**src/rtl/vga_scan_controller_pkg.sv**
```systemverilog
// Shared raster timing, colour types and colour constants for the VGA scan path.
package vga_scan_controller_pkg;

    typedef logic [7:0]  color_t;   // RRRGGGBB
    typedef logic [10:0] coord_t;

    // 640x480@60 timing, in pixels (horizontal) and lines (vertical)
    localparam int H_VISIBLE = 640;
    localparam int H_FRONT   = 16;
    localparam int H_SYNC    = 96;
    localparam int H_BACK    = 48;
    localparam int V_VISIBLE = 480;
    localparam int V_FRONT   = 10;
    localparam int V_SYNC    = 2;
    localparam int V_BACK    = 33;
    localparam int H_TOTAL   = H_VISIBLE + H_FRONT + H_SYNC + H_BACK;
    localparam int V_TOTAL   = V_VISIBLE + V_FRONT + V_SYNC + V_BACK;

    // Drawers return this colour for "see-through" pixels
    localparam color_t COLOR_TRANSPARENT = 8'hFF;
    // Shown wherever no drawer owns a visible pixel
    localparam color_t COLOR_BACKGROUND  = 8'h25;

endpackage

```
**src/rtl/vga_scan_controller_if.sv**
```systemverilog
// Draw bus between the scan controller and the object drawers, plus the VGA port.
interface vga_scan_controller_if;
    import vga_scan_controller_pkg::*;

    coord_t pixelX;
    coord_t pixelY;
    logic   drawRequest;
    color_t RGBIn;
    logic   startOfFrame;
    logic   hSync;
    logic   vSync;
    logic   blankN;
    color_t vgaRGB;

    modport master (
        output pixelX, pixelY, startOfFrame, hSync, vSync, blankN, vgaRGB,
        input  drawRequest, RGBIn
    );

    modport slave (
        input  pixelX, pixelY, startOfFrame, hSync, vSync, blankN, vgaRGB,
        output drawRequest, RGBIn
    );

endinterface

```
**src/rtl/vga_scan_controller_sync_delay_line.sv**
```systemverilog
// WIDTH x DEPTH shift register; every stage resets to RST_VAL so an idle
// pipeline presents inactive sync/visible levels.
module sync_delay_line #(
    parameter int               WIDTH   = 3,
    parameter int               DEPTH   = 1,
    parameter logic [WIDTH-1:0] RST_VAL = '0
) (
    input  logic             clk,
    input  logic             resetN,
    input  logic [WIDTH-1:0] i_d,
    output logic [WIDTH-1:0] o_q
);

    logic [DEPTH-1:0][WIDTH-1:0] r_stage;

    // shift one stage per clock, clear to the inactive value on reset
    always_ff @(posedge clk or negedge resetN) begin
        if (!resetN) begin
            r_stage <= {DEPTH{RST_VAL}};
        end else begin
            r_stage[0] <= i_d;
            for (int i = 1; i < DEPTH; i++) begin
                r_stage[i] <= r_stage[i-1];
            end
        end
    end

    assign o_q = r_stage[DEPTH-1];

endmodule

```
**src/rtl/vga_scan_controller.sv**
```systemverilog
// Raster counter and VGA output stage. Sync/blank decodes are delayed to meet
// the drawers' colour response, then everything is registered together.
module vga_scan_controller #(
    parameter int H_VISIBLE    = vga_scan_controller_pkg::H_VISIBLE,
    parameter int H_FRONT      = vga_scan_controller_pkg::H_FRONT,
    parameter int H_SYNC       = vga_scan_controller_pkg::H_SYNC,
    parameter int H_BACK       = vga_scan_controller_pkg::H_BACK,
    parameter int V_VISIBLE    = vga_scan_controller_pkg::V_VISIBLE,
    parameter int V_FRONT      = vga_scan_controller_pkg::V_FRONT,
    parameter int V_SYNC       = vga_scan_controller_pkg::V_SYNC,
    parameter int V_BACK       = vga_scan_controller_pkg::V_BACK,
    parameter int DRAW_LATENCY = 1
) (
    input  logic                   clk,
    input  logic                   resetN,
    vga_scan_controller_if.master  bus
);
    import vga_scan_controller_pkg::*;

    localparam int     HT       = H_VISIBLE + H_FRONT + H_SYNC + H_BACK;
    localparam int     VT       = V_VISIBLE + V_FRONT + V_SYNC + V_BACK;
    localparam coord_t H_LAST   = coord_t'(HT - 1);
    localparam coord_t V_LAST   = coord_t'(VT - 1);
    localparam coord_t H_VIS    = coord_t'(H_VISIBLE);
    localparam coord_t V_VIS    = coord_t'(V_VISIBLE);
    localparam coord_t HS_START = coord_t'(H_VISIBLE + H_FRONT);
    localparam coord_t HS_END   = coord_t'(H_VISIBLE + H_FRONT + H_SYNC);
    localparam coord_t VS_START = coord_t'(V_VISIBLE + V_FRONT);
    localparam coord_t VS_END   = coord_t'(V_VISIBLE + V_FRONT + V_SYNC);

    coord_t     r_hCount, r_vCount;
    logic       w_visible, w_hSyncRaw, w_vSyncRaw;
    logic       w_hSyncD, w_vSyncD, w_visibleD;
    color_t     w_color;
    logic       r_hSync, r_vSync, r_blankN, r_sof;
    color_t     r_vgaRGB;

    // raster counters: vCount advances and wraps on the hCount wrap edge
    always_ff @(posedge clk or negedge resetN) begin
        if (!resetN) begin
            r_hCount <= '0;
            r_vCount <= '0;
        end else if (r_hCount == H_LAST) begin
            r_hCount <= '0;
            r_vCount <= (r_vCount == V_LAST) ? '0 : r_vCount + 1'b1;
        end else begin
            r_hCount <= r_hCount + 1'b1;
        end
    end

    assign w_visible  = (r_hCount < H_VIS) && (r_vCount < V_VIS);
    assign w_hSyncRaw = !((r_hCount >= HS_START) && (r_hCount < HS_END));
    assign w_vSyncRaw = !((r_vCount >= VS_START) && (r_vCount < VS_END));

    sync_delay_line #(
        .WIDTH   (3),
        .DEPTH   (DRAW_LATENCY),
        .RST_VAL (3'b110)
    ) u_sync_delay (
        .clk    (clk),
        .resetN (resetN),
        .i_d    ({w_hSyncRaw, w_vSyncRaw, w_visible}),
        .o_q    ({w_hSyncD, w_vSyncD, w_visibleD})
    );

    // colour select: blanking forces black, transparent/unowned shows background
    always_comb begin
        w_color = '0;
        if (w_visibleD) begin
            if (bus.drawRequest && (bus.RGBIn != COLOR_TRANSPARENT))
                w_color = bus.RGBIn;
            else
                w_color = COLOR_BACKGROUND;
        end
    end

    // output register: sync, blank and colour leave together
    always_ff @(posedge clk or negedge resetN) begin
        if (!resetN) begin
            r_hSync  <= 1'b1;
            r_vSync  <= 1'b1;
            r_blankN <= 1'b0;
            r_vgaRGB <= '0;
            r_sof    <= 1'b0;
        end else begin
            r_hSync  <= w_hSyncD;
            r_vSync  <= w_vSyncD;
            r_blankN <= w_visibleD;
            r_vgaRGB <= w_color;
            r_sof    <= (r_hCount == '0) && (r_vCount == '0);
        end
    end

    assign bus.pixelX       = r_hCount;
    assign bus.pixelY       = r_vCount;
    assign bus.hSync        = r_hSync;
    assign bus.vSync        = r_vSync;
    assign bus.blankN       = r_blankN;
    assign bus.vgaRGB       = r_vgaRGB;
    assign bus.startOfFrame = r_sof;

endmodule

```
**src/flat_wrapper.sv**
```systemverilog
// flat-port wrapper written by rule: the top's interface ports become plain ports
module vga_scan_controller_flat import vga_scan_controller_pkg::*;
#(
    parameter int H_VISIBLE    = vga_scan_controller_pkg::H_VISIBLE,
    parameter int H_FRONT      = vga_scan_controller_pkg::H_FRONT,
    parameter int H_SYNC       = vga_scan_controller_pkg::H_SYNC,
    parameter int H_BACK       = vga_scan_controller_pkg::H_BACK,
    parameter int V_VISIBLE    = vga_scan_controller_pkg::V_VISIBLE,
    parameter int V_FRONT      = vga_scan_controller_pkg::V_FRONT,
    parameter int V_SYNC       = vga_scan_controller_pkg::V_SYNC,
    parameter int V_BACK       = vga_scan_controller_pkg::V_BACK,
    parameter int DRAW_LATENCY = 1
)
  (clk, resetN, bus_pixelX, bus_pixelY, bus_startOfFrame, bus_hSync, bus_vSync, bus_blankN, bus_vgaRGB, bus_drawRequest, bus_RGBIn);
  vga_scan_controller_if bus_i ();
  input  logic clk;
  input  logic resetN;
  output wire logic [$bits(bus_i.pixelX)-1:0] bus_pixelX;
  output wire logic [$bits(bus_i.pixelY)-1:0] bus_pixelY;
  output wire logic [$bits(bus_i.startOfFrame)-1:0] bus_startOfFrame;
  output wire logic [$bits(bus_i.hSync)-1:0] bus_hSync;
  output wire logic [$bits(bus_i.vSync)-1:0] bus_vSync;
  output wire logic [$bits(bus_i.blankN)-1:0] bus_blankN;
  output wire logic [$bits(bus_i.vgaRGB)-1:0] bus_vgaRGB;
  input wire logic [$bits(bus_i.drawRequest)-1:0] bus_drawRequest;
  input wire logic [$bits(bus_i.RGBIn)-1:0] bus_RGBIn;
  assign bus_pixelX = bus_i.pixelX;
  assign bus_pixelY = bus_i.pixelY;
  assign bus_startOfFrame = bus_i.startOfFrame;
  assign bus_hSync = bus_i.hSync;
  assign bus_vSync = bus_i.vSync;
  assign bus_blankN = bus_i.blankN;
  assign bus_vgaRGB = bus_i.vgaRGB;
  assign bus_i.drawRequest = bus_drawRequest;
  assign bus_i.RGBIn = bus_RGBIn;
  vga_scan_controller #(.H_VISIBLE(H_VISIBLE), .H_FRONT(H_FRONT), .H_SYNC(H_SYNC), .H_BACK(H_BACK), .V_VISIBLE(V_VISIBLE), .V_FRONT(V_FRONT), .V_SYNC(V_SYNC), .V_BACK(V_BACK), .DRAW_LATENCY(DRAW_LATENCY)) u_core (.clk(clk), .resetN(resetN), .bus(bus_i));
endmodule
```
**config.mk**
```make
export PLATFORM = sky130hd
export DESIGN_NAME = vga_scan_controller_flat
export DESIGN_NICKNAME = d
export VERILOG_FILES = /design/src/rtl/vga_scan_controller_pkg.sv /design/src/rtl/vga_scan_controller_if.sv /design/src/rtl/vga_scan_controller_sync_delay_line.sv /design/src/rtl/vga_scan_controller.sv /design/src/flat_wrapper.sv
export SDC_FILE = /design/constraint.sdc
export NUM_CORES = 1
export LEC_CHECK = 0
export BUFFER_PORTS_ARGS = -buffer_cell sky130_fd_sc_hd__buf_2
export CAP_MARGIN = 20
export CORE_MARGIN = 3
export CORE_UTILIZATION = 55
export DETAILED_ROUTE_END_ITERATION = 8
export GPL_TIMING_DRIVEN = 0
export HOLD_SLACK_MARGIN = 0.06
export PLACE_DENSITY = 0.83
export SLEW_MARGIN = 0
export SYNTH_ARGS = -nofsm -noshare
export SYNTH_HDL_FRONTEND = slang
export SYNTH_HIERARCHICAL = 1
export SYNTH_SLANG_ARGS = --single-unit
```
**constraint.sdc**
```tcl
create_clock -name clk -period 4.1 [get_ports clk]
set_input_delay 0.205 -clock clk [delete_from_list [all_inputs] [get_ports clk]]
set_output_delay 0.205 -clock clk [all_outputs]
set_load 0.01 [all_outputs]
```
# Yosys cells after proc, flatten, opt, wreduce, memory -nomap -nowiden
# Index checks and enable logic that the tools add are counted.
# Widths: inputs -> output; s select.
# word_totals
word_cells,32
mem_bits_ro,0
register_bits,37
memories,0
latchBits,0
output_inout_bits,34
mem_bits_rw,0
# op_classes
n_addsub,2
n_mul,0
shifts,0
n_eq_ne,3
order_cmp,6
div_mod_pow,0
reduce_logical,9
muxes,4
bitwise_logic,0
# ops
operator,count
$add 11x1->11 const B,2
$eq 11x10->1 const B,2
$logic_not 11->1,2
$lt 11x10->1 const B,2
$lt 11x9->1 const B,2
$mux 11,2
$mux 8,2
$ge 11x10->1 const B,1
$ge 11x9->1 const B,1
$ne 8x8->1 const B,1
$logic_and 1x1->1,5
$logic_not 1->1,2

# Logic depth before layout (Yosys ltp)
# depth
ltp_word,4
ltp_mapped,6

# Hierarchy
# The synthesis kept the hierarchy.
# by_module_without_submodules
module,area_each_um2,cells_each,n_inst
vga_scan_controller,1596.5,150,1
sync_delay_line,77.6,3,1

# Worst setup path before layout
# Ideal clock, no wire load.
# synth_path
kind,register to register
from,"reg u_core.r_hCount[0], in the netlist u_core/bus.pixelX[0]"
to,"reg u_core.r_vCount[9], in the netlist u_core/bus.pixelY[9]"
arrival_time_ps,1598
setup_slack_ps,2420
period_less_slack_ps,1680
path_stages_with_launch,6
path_buffers,0
setup_time_ps,83
required_time_ps,4017
cell_sequence,dfrtp_1 ha_1 and3_2 nand4_4 or4_1 o21ai_0
# synth_via
elab_chain_len,1
# synth_rtl
element,line_no,rtl
from (decl),vga_scan_controller.sv:31,"coord_t r_hCount, r_vCount;"
from (signal assigned),vga_scan_controller.sv:47,r_hCount <= r_hCount + 1'b1;
$eq 11x10->1,vga_scan_controller.sv:43,end else if (r_hCount == H_LAST) begin
to (signal assigned),vga_scan_controller.sv:45,r_vCount <= (r_vCount == V_LAST) ? '0 : r_vCount + 1'b1;
to (decl),vga_scan_controller.sv:31,
# No other way between the ends.
# A chain may end at the register's enable or synchronous reset.

# Worst setup path in the final report
# Same ends and word-level chain as after synthesis.

==> reports/qor.yml <==
status: "complete, no violations"
synth_area_leaders: "dfrtp_1 49%, dfstp_2 6.3%, xor2_1 4.7%"
vias_per_cell: 5.61
synth_top_family_by_area: "simple AND/OR/NAND/NOR gates"
drt_iter0_drc: 68
firstDrtPassIters: 4
relSlewSlack: 0.477
place.gp.congestion: 0.833
clock-skew-final_ns: 0.0110
critical_path.startpoint_type: "flip-flop"
hold_path_class: "input port to flip-flop"
fin_setup_tns_ns: 0
drcViolationCount: 0
hold_violations: 0
syn_to_final_growth_pct: 22.3
syn_avg_cell_area_um2: 10.9
coreArea_um2: 2830
drive_above_1_share: 0.317
rsz0062_at_grt: "no"
peakVddDrop_uv: 266
synth_seq_cells: 37
dpl.hpwl_mm: 2.51
worstPathMaxFanout: 10
place_inst: 228
synth_adder_area_share: 0.0299
io_pins: 45
wl_per_cell_um: 14.7
period_minus_slack_ns: 1.81
criticalPathCategory: "flip-flop to flip-flop"
cp-end-kind: "flip-flop"
ant_nets: 0
ys_warn_count: 6
grt_pass1_vias: 1237
fmax_mhz: 552
instances_no_fill: 239
cts.clk_slew.worst_paths_ns: 0.12
post-place-ws_ns: 2.32
layout_commonest_cell: "buf_2"
rrSetupSlack_ns: 2.29
vias: 1340
num-fill-cells: 208
max_stage_delay_ns: 0.53
synth.distinct_cells: 32
synth_xor_area_frac: 0.0680
worstMarginPinSlew_ns: 0.785
htreeDepth: 2
finalCritPeriodShare: 0.442
critPathRequiredTime_ns: 4.37
synth.area.mux_share: 0.0120
io_buffers: 44
start_util: 0.592
slew_violations: 0
finalPower_uw: 651
worstSkewPairLatency_ns: 0.35
power_density_nw_per_um2: 318
cts_sinks: 37
setup_viol: 0
cap_viol_max_count: 0
cts_tree: "built"
cts_root_buf: "clkbuf_4"
antenna_found_initial: 0
grt_use_total: 0.213
p_leak_nw: 1.07
hold_ws_ns: 0.0812
syn_nets: 168
yosys.area_share.simple: 0.253
netlist_area_um2: 1670
grt_pass1_wl_mm: 5.72
antenna_cells: 0
rows: 19
crit_arrival_ns: 2.08
final_cell_mix: "45 x buf_2, 33 x dfrtp_1, 13 x nor2_1, 11 x inv_1, 10 x nand4_1"
grt_max_degree: 38
die_w_um: 61.2
dieArea_um2: 3740
ys_seq_area_frac: 0.556
cts_made_buffers: 5
setup_slack_ns: 2.29
grt_overflow: 0
synth_top_area_cell: "dfrtp_1"
synth-compound-area-share: 0.0471
num-nets-final: 222
clk_path_buf_depth: 2
path_cells: "ha_1 > and3_2 > nand4_4 > or4_1 > o21ai_0"
wirelength_mm: 3.51
syn_inst: 153
synth.top_cell.area_share: 0.493
die_y_um: 61.2
cp_slowest_cell: "or4_1"
==> metrics by stage <==
stage | utilization | instance area [µm²]
2_1_floorplan | - | 1670
3_3_place_gp | 0.683 | 1930
3_5_place_dp | 0.683 | 1930
4_1_cts | 0.716 | 2030
5_1_grt | 0.724 | 2050
6_report | 0.724 | 2050
==> layout make-up <==
type / count / area [µm²] / area share
clock buffer: 5 / 37.5 / 0.0183
tap: 31 / 38.8 / 0.0189
clock inverter: 3 / 46.3 / 0.0226
buffer: 2 / 16.3 / 0.00795
multi-input combinational: 103 / 686 / 0.335
sequential: 37 / 931 / 0.455
inverter: 11 / 41.3 / 0.0202
timing repair buffer: 47 / 250 / 0.122
==> per-layer routing <==
metal	vias to the layer above	routed length [µm]	track usage
li1	640	-	-
met1	638	1520	0.265
met2	52	1660	0.334
met3	10	233	0.0755
met4	0	97	0.0960
met5	-	0	0
==> power by group <==
part	total, mW	leakage [nW]	internal (mW)	switching [mW]
clock network	0.256	0.0414	0.129	0.127
registers	0.370	0.462	0.369	0.000746
logic	0.0252	0.568	0.0103	0.0149
==> synth_stat cells <==
| cell type | n |
|---|---|
| and4b_1 | 1 |
| o21ai_0 | 5 |
| nand3_1 | 7 |
| and4_1 | 2 |
| or3_2 | 1 |
| mux2i_1 | 2 |
| nand4_1 | 10 |
| nor2_1 | 13 |
| and4bb_4 | 1 |
| or4_1 | 1 |
| nor2b_1 | 3 |
| dfrtp_1 | 33 |
| buf_2 | 1 |
| nand4_4 | 1 |
| xor2_1 | 9 |
| and2_1 | 5 |
| nand4b_1 | 1 |
| and3_2 | 5 |
| inv_1 | 11 |
| nor3_1 | 8 |
| xnor2_1 | 4 |
| ha_1 | 4 |
| nand2_1 | 6 |
| a21oi_1 | 3 |
| buf_6 | 1 |
| o211a_1 | 1 |
| nand2b_1 | 1 |
| a31oi_1 | 1 |
| dfstp_2 | 4 |
| a21boi_0 | 3 |
| nor4_1 | 1 |
| and3_1 | 4 |
==> worst max-delay path, delay by kind of cell, from the launching register on <==
family | cells | cell delay, ns
AO/OA/AOI/OAI | 1 | 0.09
adder cells (fa/ha/maj) | 1 | 0.23
AND/OR/NAND/NOR | 3 | 0.96
flip-flops | 1 | 0.44
==> logic make-up (layout without fill, tap and decap cells) <==
kind of cell | after synthesis | after routing
and+or+nand+nor | 71 | 71
DFF | 37 | 37
AOI/OAI and AO/OA | 13 | 13
xor gates and xnor gates | 13 | 13
buffers and inverters | 13 | 68
adders and majority gates | 4 | 4
muxes | 2 | 2
==> sequential cells by signal (all words and copies together) (netlist names) <==
name                     cells
u_core/bus.startOfFrame      1
u_core/bus.pixelX           11
u_core/u_sync_delay/o_q      3
u_core/bus.pixelY           11
u_core/bus.vSync             1
u_core/bus.vgaRGB            8
u_core/bus.blankN            1
u_core/bus.hSync             1
==> worst paths after layout <==
| path | startpoint | to | cells past startpoint |
|---|---|---|---|
| max | u_core/bus.pixelX[0] | u_core/bus.pixelY[9] | 5 |
| min | bus_RGBIn[4] | u_core/bus.vgaRGB[4] | 2 |
| max reg2reg | u_core/bus.pixelX[0] | u_core/bus.pixelY[9] | 5 |
| min reg2reg | u_core/u_sync_delay/o_q[2] | u_core/bus.hSync | 0 |
| max in group asynchronous | resetN | u_core/bus.pixelX[5] | 2 |
| min in group asynchronous | resetN | u_core/bus.vgaRGB[7] | 2 |
==> repair_timing <==
| action | in CTS | in global routing |
|---|---|---|
| gates resized for setup | 0 | 0 |
| hold buffers | 1 | 2 |
| hold endpoints to repair | 33 | 2 |
| buffers inserted | 0 | 0 |
Note: power is estimated with default switching activity, not from simulation.
